<file path="src/rtl/udma_uart_rx_frame.sv">
// UART receive framer: majority-vote sampling, 5..8 data bits,
// optional even parity, 1/2 stop bits, valid/ready holding register.
module udma_uart_rx_frame #(
   parameter int SYNC_STAGES = 2,
   parameter int DIV_WIDTH   = 16
) (
   input  logic                 clk_i,
   input  logic                 rst_i,
   input  logic                 rx_i,
   input  logic                 cfg_en_i,
   input  logic [DIV_WIDTH-1:0] cfg_div_i,
   input  logic                 cfg_parity_en_i,
   input  logic [1:0]           cfg_bits_i,
   input  logic                 cfg_stop_bits_i,
   output logic [7:0]           rx_data_o,
   output logic                 rx_valid_o,
   input  logic                 rx_ready_i,
   output logic                 busy_o,
   output logic                 char_event_o,
   output logic                 err_parity_o,
   output logic                 err_frame_o,
   output logic                 err_overflow_o
);

   typedef enum logic [2:0] {
      ST_IDLE,
      ST_START,
      ST_DATA,
      ST_PARITY,
      ST_STOP
   } state_t;

   state_t r_state;
   state_t w_state_nxt;

   logic [SYNC_STAGES-1:0] r_sync;
   logic                   r_rx_d;
   logic [DIV_WIDTH-1:0]   r_cnt;
   logic [DIV_WIDTH-1:0]   r_div;
   logic [1:0]             r_bits;
   logic                   r_par_en;
   logic                   r_stop2;
   logic                   r_s0;
   logic                   r_s1;
   logic [7:0]             r_shift;
   logic [2:0]             r_idx;
   logic                   r_par_acc;
   logic                   r_par_err;
   logic                   r_ferr;
   logic                   r_stop_idx;
   logic [7:0]             r_data;
   logic                   r_valid;
   logic                   r_char_event;
   logic                   r_err_parity;
   logic                   r_err_frame;
   logic                   r_err_ovf;

   logic                   w_rx_s;
   logic [DIV_WIDTH-1:0]   w_div_cfg;
   logic [DIV_WIDTH-1:0]   w_half;
   logic [DIV_WIDTH-1:0]   w_half_m1;
   logic [DIV_WIDTH-1:0]   w_half_p1;
   logic                   w_dec;
   logic                   w_vote;
   logic                   w_start;
   logic                   w_last_bit;
   logic                   w_frame_end;
   logic                   w_ferr;
   logic                   w_load;

   assign w_rx_s    = r_sync[SYNC_STAGES-1];
   assign w_div_cfg = (cfg_div_i < DIV_WIDTH'(3)) ? DIV_WIDTH'(3) : cfg_div_i;
   assign w_half    = r_div >> 1;
   assign w_half_m1 = w_half - DIV_WIDTH'(1);
   assign w_half_p1 = w_half + DIV_WIDTH'(1);
   assign w_dec     = (r_state != ST_IDLE) && (r_cnt == w_half_p1);
   assign w_vote    = (r_s0 & r_s1) | (r_s0 & w_rx_s) | (r_s1 & w_rx_s);
   assign w_start   = cfg_en_i && r_rx_d && !w_rx_s;
   assign w_last_bit = (r_idx == ({1'b0, r_bits} + 3'd4));
   assign w_frame_end = cfg_en_i && (r_state == ST_STOP) && w_dec &&
                        (!r_stop2 || r_stop_idx);
   assign w_ferr    = r_ferr | ~w_vote;
   assign w_load    = w_frame_end & ~w_ferr & (~r_valid | rx_ready_i);

   always_ff @(posedge clk_i or posedge rst_i) begin
      if (rst_i) begin
         r_sync <= '1;
         r_rx_d <= 1'b1;
      end else begin
         r_sync <= {r_sync[SYNC_STAGES-2:0], rx_i};
         r_rx_d <= w_rx_s;
      end
   end

   always_ff @(posedge clk_i or posedge rst_i) begin
      if (rst_i) r_state <= ST_IDLE;
      else       r_state <= w_state_nxt;
   end

   always_comb begin
      w_state_nxt = r_state;
      if (!cfg_en_i) begin
         w_state_nxt = ST_IDLE;
      end else begin
         case (r_state)
            ST_IDLE:   if (w_start) w_state_nxt = ST_START;
            ST_START:  if (w_dec) w_state_nxt = w_vote ? ST_IDLE : ST_DATA;
            ST_DATA:   if (w_dec && w_last_bit)
                          w_state_nxt = r_par_en ? ST_PARITY : ST_STOP;
            ST_PARITY: if (w_dec) w_state_nxt = ST_STOP;
            ST_STOP:   if (w_frame_end) w_state_nxt = ST_IDLE;
            default:   w_state_nxt = ST_IDLE;
         endcase
      end
   end

   // Bit timing, vote samples and per-frame accumulators
   always_ff @(posedge clk_i or posedge rst_i) begin
      if (rst_i) begin
         r_cnt      <= '0;
         r_div      <= DIV_WIDTH'(3);
         r_bits     <= 2'd0;
         r_par_en   <= 1'b0;
         r_stop2    <= 1'b0;
         r_s0       <= 1'b1;
         r_s1       <= 1'b1;
         r_shift    <= 8'h00;
         r_idx      <= 3'd0;
         r_par_acc  <= 1'b0;
         r_par_err  <= 1'b0;
         r_ferr     <= 1'b0;
         r_stop_idx <= 1'b0;
      end else begin
         if (r_state == ST_IDLE)  r_cnt <= '0;
         else if (r_cnt == r_div) r_cnt <= '0;
         else                     r_cnt <= r_cnt + DIV_WIDTH'(1);
         if (r_state == ST_IDLE && w_start) begin
            r_div      <= w_div_cfg;
            r_bits     <= cfg_bits_i;
            r_par_en   <= cfg_parity_en_i;
            r_stop2    <= cfg_stop_bits_i;
            r_shift    <= 8'h00;
            r_idx      <= 3'd0;
            r_par_acc  <= 1'b0;
            r_par_err  <= 1'b0;
            r_ferr     <= 1'b0;
            r_stop_idx <= 1'b0;
         end
         if (r_cnt == w_half_m1) r_s0 <= w_rx_s;
         if (r_cnt == w_half)    r_s1 <= w_rx_s;
         if (w_dec) begin
            case (r_state)
               ST_DATA: begin
                  r_shift[r_idx] <= w_vote;
                  r_par_acc      <= r_par_acc ^ w_vote;
                  r_idx          <= w_last_bit ? 3'd0 : r_idx + 3'd1;
               end
               ST_PARITY: r_par_err <= r_par_acc ^ w_vote;
               ST_STOP: begin
                  if (!w_vote) r_ferr <= 1'b1;
                  r_stop_idx <= 1'b1;
               end
               default: ;
            endcase
         end
      end
   end

   always_ff @(posedge clk_i or posedge rst_i) begin
      if (rst_i) begin
         r_data       <= 8'h00;
         r_valid      <= 1'b0;
         r_char_event <= 1'b0;
         r_err_parity <= 1'b0;
         r_err_frame  <= 1'b0;
         r_err_ovf    <= 1'b0;
      end else begin
         r_char_event <= w_load;
         r_err_parity <= w_frame_end & ~w_ferr & r_par_err;
         r_err_frame  <= w_frame_end & w_ferr;
         r_err_ovf    <= w_frame_end & ~w_ferr & r_valid & ~rx_ready_i;
         if (w_load) begin
            r_data  <= r_shift;
            r_valid <= 1'b1;
         end else if (r_valid && rx_ready_i) begin
            r_valid <= 1'b0;
         end
      end
   end

   assign rx_data_o      = r_data;
   assign rx_valid_o     = r_valid;
   assign busy_o         = (r_state != ST_IDLE);
   assign char_event_o   = r_char_event;
   assign err_parity_o   = r_err_parity;
   assign err_frame_o    = r_err_frame;
   assign err_overflow_o = r_err_ovf;

endmodule

</file>
<file path="config.mk">
export PLATFORM = sky130hd
export DESIGN_NAME = udma_uart_rx_frame
export DESIGN_NICKNAME = d
export VERILOG_FILES = /design/src/rtl/udma_uart_rx_frame.sv
export SDC_FILE = /design/constraint.sdc
export NUM_CORES = 1
export LEC_CHECK = 0
export CORE_ASPECT_RATIO = 1.2
export CORE_MARGIN = 2
export CORE_UTILIZATION = 58
export DETAILED_ROUTE_END_ITERATION = 10
export GPL_TIMING_DRIVEN = 0
export PLACE_DENSITY_LB_ADDON = 0.08
export SLEW_MARGIN = 40
export SYNTH_ARGS = -nofsm -noshare
export SYNTH_HDL_FRONTEND = slang
export SYNTH_SLANG_ARGS = --single-unit
export TNS_END_PERCENT = 10
</file>
<file path="constraint.sdc">
create_clock -name clk_i -period 3.2 [get_ports clk_i]
set_input_delay 0.96 -clock clk_i [delete_from_list [all_inputs] [get_ports clk_i]]
set_output_delay 0.96 -clock clk_i [all_outputs]
set_load 0.01 [all_outputs]
</file>
# Word level (Yosys, flattened, before mapping)
# Index checks and enable logic that the tools add are counted.
[word_totals]
regBits = 72
inputBits = 25
out_inout_bits = 14
[classes]
add_sub_neg = 5
order_cmp = 3
eq_ne = 14
mux = 37
bitwise_logic = 18
reduce_logical = 17
[ops]
columns = ["op", "n"]
rows = [
  ["equality test 16 bit", 3],
  ["two-way mux 16 bit", 3],
  ["two-way mux 3 bit", 11],
  ["two-way mux 8 bit", 3],
  ["adder 15 x 1 -> 16 bit, second input constant", 1],
  ["adder 16 x 1 -> 16 bit, second input constant", 1],
  ["equality test 16 x 15 -> 1 bit", 1],
  ["< comparator 16 x 2 -> 1 bit, second input constant", 1],
  ["two-way mux 1 bit", 16],
  ["subtractor 15 x 1 -> 16 bit, second input constant", 1],
  ["!= test 3 bit, second input constant", 5],
  ["case mux 3 bit (5 select lines)", 1],
  ["logical AND 1 bit", 10],
  ["bitwise AND 1 bit", 9],
  ["bitwise mux 8 bit", 1],
  ["equality test 3 x 2 -> 1 bit, second input constant", 2],
  ["AND reduction 5 bit", 1],
  ["< comparator 3 x 4 -> 1 bit, second input constant", 1],
  ["NOT 1 bit", 4],
  ["OR 1 bit", 4],
  ["adder 2 x 3 -> 3 bit, second input constant", 1],
  ["adder 3 x 1 -> 3 bit, second input constant", 1],
  ["demux 1 bit (select 3 bit)", 1],
  ["equality test 3 x 1 -> 1 bit, second input constant", 1],
  ["10 further kinds", 11],
]

# Longest topological paths before layout
[logic_depth]
depth_word = 9
mapped_depth = 10

# Worst setup path after synthesis
# OpenSTA, ideal clock, no wires.
[synth_path]
kind = "flip-flop to flip-flop"
from = "reg r_div[1]"
to = "reg r_data[0] (netlist: rx_data_o[0])"
setup_ns = 0.125
t_arrival_ns = 2.569
slack_ns = 0.507
path_stages_with_launch = 10
synth_period_minus_slack_ns = 2.693
path_cell_list = "dfstp_2 buf_2 inv_1 ha_1 xor2_1 nor3_1 o2111ai_1 a2111oi_4 nand4_4 mux2_2"
[synth_between]
elab_chain_cells = 7
[synth_lines]
columns = ["item", "line", "rtl"]
rows = [
  ["from (decl)", "39", "logic [DIV_WIDTH-1:0] r_div;"],
  ["from (signal assigned)", "138", "r_div <= w_div_cfg;"],
  ["adder 15 x 1 -> 16 bit", "75", "assign w_half_p1 = w_half + DIV_WIDTH'(1);"],
  ["equality test 16 bit", "76", "assign w_dec = (r_state != ST_IDLE) && (r_cnt == w_half_p1);"],
  ["logical AND 1 bit", "76", ""],
  ["logical AND 1 bit (2 in series)", "80", "assign w_frame_end = cfg_en_i && (r_state == ST_STOP) && w_dec &&"],
  ["bitwise AND 1 bit (2 in series)", "83", "assign w_load = w_frame_end & ~w_ferr & (~r_valid | rx_ready_i);"],
  ["to (signal assigned)", "183", "r_data <= r_shift;"],
  ["to (decl)", "51", "logic [7:0] r_data;"],
]
# No other way between the ends.
# A chain may end at the register's enable or synchronous reset.

# Final worst setup path
[layout_path]
from = "reg r_div[1]"
to = "reg r_shift[3]"
[layout_between]
elab_chain_cells = 4
[layout_lines]
columns = ["item", "line", "rtl"]
rows = [
  ["adder 15 x 1 -> 16 bit", "75", ""],
  ["equality test 16 bit", "76", ""],
  ["logical AND 1 bit", "76", ""],
  ["two-way mux 8 bit", "151", "if (w_dec) begin"],
  ["to (signal, indexed assignment)", "154", "r_shift[r_idx] <= w_vote;"],
  ["to (decl)", "45", "logic [7:0] r_shift;"],
]
# No other way between the ends.

==> flow_summary_export.csv <==
group,metric,value,unit
run_status,status,"finished, final reports clean",
timing,final-setup-viol-count,0,
die,die_w,84.45,um
detailed_routing,firstDrtPassIters,5,
detailed_routing,drc_errors,0,
logic_synthesis,synth_edf_count,0,
global_route,grt_overflow_total,0,
power_and_ir_drop,p_leak,0.002290,uW
timing,fmax,335.2,MHz
detailed_routing,routedWlPerCell,16.88,um
critical_path,crit_type,"reg -> reg",
finish,final_area,5260,um^2
placed_design,dpl.hpwl,8.387,mm
clock_tree,clkSlewWorstSetupHoldPaths,0.08,ns
power_and_ir_drop,p_total,2445,uW
die,die_y,100.5,um
critical_path,cp.required,3.41,ns
timing,rsz0062_at_grt,"no",
timing,worst_slew_margin_rel,56.99,%
critical_path,r2r_end,"r_shift[3]",
critical_path,cp.arrival,3.19,ns
timing,tns,0,ns
critical_path,reg2regPathDepth,11,
global_route,grt_use_total,27.64,%
detailed_routing,wl,11.19,mm
critical_path,crit_path_top_delay_cell,"dfstp_2",
logic_synthesis,ys_ff_latch,72,
clock_tree,root_buffer,"clkbuf_8",
logic_synthesis,synth.distinct_cells,56,
logic_synthesis,yosysWarningCount,0,
die,initial_core_util,59.11,%
power_and_ir_drop,peakVddDrop,0.0003164,V
critical_path,critPathMaxFanout,10,
die,row_count,35,
critical_path,max_stage_delay,0.54,ns
finish,final_core_util,69.03,%
global_route,grt_max_degree,49,
critical_path,crit_path_end_kind,"flip-flop",
clock_tree,htreeDepth,3,
critical_path,crit_family,"buffers and inverters",
placed_design,portBuffers,38,
logic_synthesis,synth_fp_nets,543,
timing,fin_skew,0.007797,ns
min_path,min_from,"r_sync[0]",
finish,fin_nets,595,
min_path,hold_path.class,"reg -> reg",
die,core-area,7620,um^2
finish,syn_to_final_growth,16.78,%
clock_tree,cts_buffers,9,
logic_synthesis,syn_avg_cell_area,8.763,um^2
critical_path,startpoint_type,"flip-flop",
clock_tree,worstSkewPairLatency,0.35,ns
die,pin_count,39,
global_route,grt_pass1_wl,18.55,mm
min_path,min_to,"r_sync[1]",
placed_design,gp_congestion,0.9587,
timing,final.min_clock_period,2.983,ns
critical_path,crit_chain,"buf_2 > inv_1 > ha_1 > xor2_1 > nor3_1 > o2111ai_1 > a2111oi_4 > buf_4 > buf_2 > nand4_1 > mux2i_1",
detailed_routing,ant_nets,0,
timing,finalCritPeriodShare,93.23,%
logic_synthesis,synth_fa_ha_area_share,1.111,%
detailed_routing,drt_iter0_drc,214,
logic_synthesis,synth_compound_area_share,8.722,%
finish,antennaDiodeCount,0,
timing,tightest_slew,0.6398,ns
clock_tree,cts_sinks,72,
critical_path,r2r_start,"r_div[1]",
logic_synthesis,synth_xor_area_share,12.44,%
detailed_routing,via_per_inst,5.828,
finish,drive_gt1_share,10.33,%
logic_synthesis,synthSimpleGateAreaFrac,27.50,%
timing,finalMaxSlewViolations,0,
min_path,min_path_cells,0,
logic_synthesis,ys_seq_area_share,40.19,%
global_route,grt_pass1_vias,3760,
logic_synthesis,synthMuxAreaShare,5.389,%
detailed_routing,num_vias,3864,
placed_design,place_area,5032,um^2
die,die_area,8490,um^2
clock_tree,clockBufferDepth,2,
power_and_ir_drop,p_per_area,464.8,nW/um^2
critical_path,cp_common_cell,"buf_2",
logic_synthesis,synth_top_family_by_area,"simple AND/OR/NAND/NOR gates",
logic_synthesis,postSynthCellCount,514,
timing,holdWs,0.3687,ns
run,drv_cap,0,
critical_path,reg2reg_slack,0.22,ns
logic_synthesis,synth-async-reset-ratio,100.0,%
global_route,antenna_found_initial,0,
clock_tree,cts_tree,"done",
critical_path,worst-path-buf-inv,4,
logic_synthesis,syn_area,4504,um^2
timing,hold_viol_final,0,
logic_synthesis,ys.flop_type,"dfrtp_1",
==> worst register-to-register path, stage by stage, from the launching register on <==
cell and delay [ns]:
dfstp_2 0.54, buf_2 0.20, inv_1 0.11, ha_1 0.31
xor2_1 0.16, nor3_1 0.21, o2111ai_1 0.22, a2111oi_4 0.30
buf_4 0.22, buf_2 0.24, nand4_1 0.17, mux2i_1 0.17
==> per-layer routing <==
metal | vias up | share of wire (%) | GRT usage, %
li1 | 1890 | - | -
met1 | 1846 | 42 | 32.82
met3 | 30 | 2.7 | 4.750
met2 | 98 | 52 | 50.00
met4 | 0 | 2.8 | 10.74
met5 | - | 0 | 0
==> cells in the mapped netlist (2+ instances only) <==
cell / n / area (um^2)
nor4bb_1: 2 / 20.02
nand3_1: 26 / 130.1
and2_1: 2 / 12.51
nor4b_1: 2 / 17.52
and3_1: 10 / 62.56
xor2_1: 40 / 350.3
nand3b_1: 2 / 15.01
nor2_1: 37 / 138.9
o21ai_0: 13 / 65.06
nand2_1: 91 / 341.6
nand2b_1: 7 / 43.79
dfrtp_1: 65 / 1627
buf_2: 11 / 55.05
a31o_2: 3 / 26.28
inv_1: 12 / 45.04
o22a_1: 2 / 17.52
nand4b_1: 3 / 26.28
mux2_2: 10 / 112.6
ha_1: 4 / 50.05
and4_1: 3 / 26.28
clkbuf_1: 26 / 97.59
a211oi_1: 5 / 37.54
nor4_1: 17 / 106.4
a21oi_1: 8 / 40.04
nand4_1: 14 / 87.58
dfstp_2: 7 / 183.9
xnor2_1: 24 / 210.2
a31oi_1: 4 / 25.02
o2111ai_1: 2 / 17.52
o21bai_1: 2 / 15.01
nor2b_1: 6 / 37.54
nor3b_1: 4 / 30.03
mux2i_1: 13 / 130.1
nor3_1: 15 / 75.07
==> kinds of logic (layout without fill, tap and decap cells) <==
logic type                 after synthesis  after routing
AOI/OAI and AO/OA                       53             53
muxes                                   23             23
and+or+nand+nor                        247            247
adders and majority gates                4              4
DFF                                     72             72
buffers and inverters                   51            108
xor gates and xnor gates                64             64
==> how the worst max path moves through the flow <==
stage / from / to / slack (ns) / cells after the start
after global placement: rst_i / r_cnt[0] / -0.69 / 2
after floorplan: rst_i / char_event_o / 0.43 / 1
after detailed placement: r_div[1] / rx_data_o[7] / -0.04 / 9
final: r_div[1] / r_shift[3] / 0.22 / 11
after CTS: r_div[1] / rx_data_o[7] / 0.03 / 9
after global routing: r_div[11] / r_shift[3] / 0.04 / 10
==> stage by stage <==
stage,std cells,setup WS (ns)
after floorplan,514,0.4267
after global placement,644,-0.6869
after detailed placement,645,-0.04293
after CTS,661,0.03019
after global routing,663,0.03816
final,663,0.2166
==> cells in the final DEF, fill, tap and decap left out, types with 3 or more instances in the layout <==
master,instances
a211oi_1,5
a21oi_1,8
a31o_2,3
a31oi_1,4
and3_1,10
and4_1,3
buf_2,11
buf_4,3
clkbuf_1,26
clkbuf_8,9
clkdlybuf4s50_1,38
dfrtp_1,65
dfstp_2,7
ha_1,4
inv_1,11
inv_6,4
mux2_2,10
mux2i_1,13
nand2_1,91
nand2b_1,7
nand3_1,26
nand4_1,14
nand4b_1,3
nor2_1,37
nor2b_1,6
nor3_1,14
nor3b_1,4
nor4_1,17
o21ai_0,13
xnor2_1,24
xor2_1,40
==> where the power goes <==
part	switching, uW	internal [uW]	leakage (uW)
Sequential	56.5	982	0.000953
Combinational	416	251	0.00124
Clock	374	367	0.0000966
Total	846	1600	0.00229
==> area by class of cell <==
type | count | area (um^2)
tap | 92 | 115.1
buffer | 39 | 163.9
clock inverter | 7 | 76.32
fill | 624 | 2360
multi-input combinational | 391 | 2497
timing repair buffer | 41 | 422.9
clock buffer | 9 | 123.9
sequential | 72 | 1810
inverter | 12 | 50.05
==> registers in the layout (all words and copies together) (netlist names), 2 cells and up <==
register / flops
r_idx: 3
r_div: 16
rx_data_o: 8
r_bits: 2
r_shift: 8
r_state: 3
r_sync: 2
r_cnt: 16
==> repair_timing <==
action | 4_1_cts | 5_1_grt
endpoints found under the setup margin | 9 | 24
gates resized for setup | 0 | 2
pin swaps | 1 | 1
setup buffers | 0 | 2
hold buffers | 0 | 0
Power figures use the tool's default switching activity.
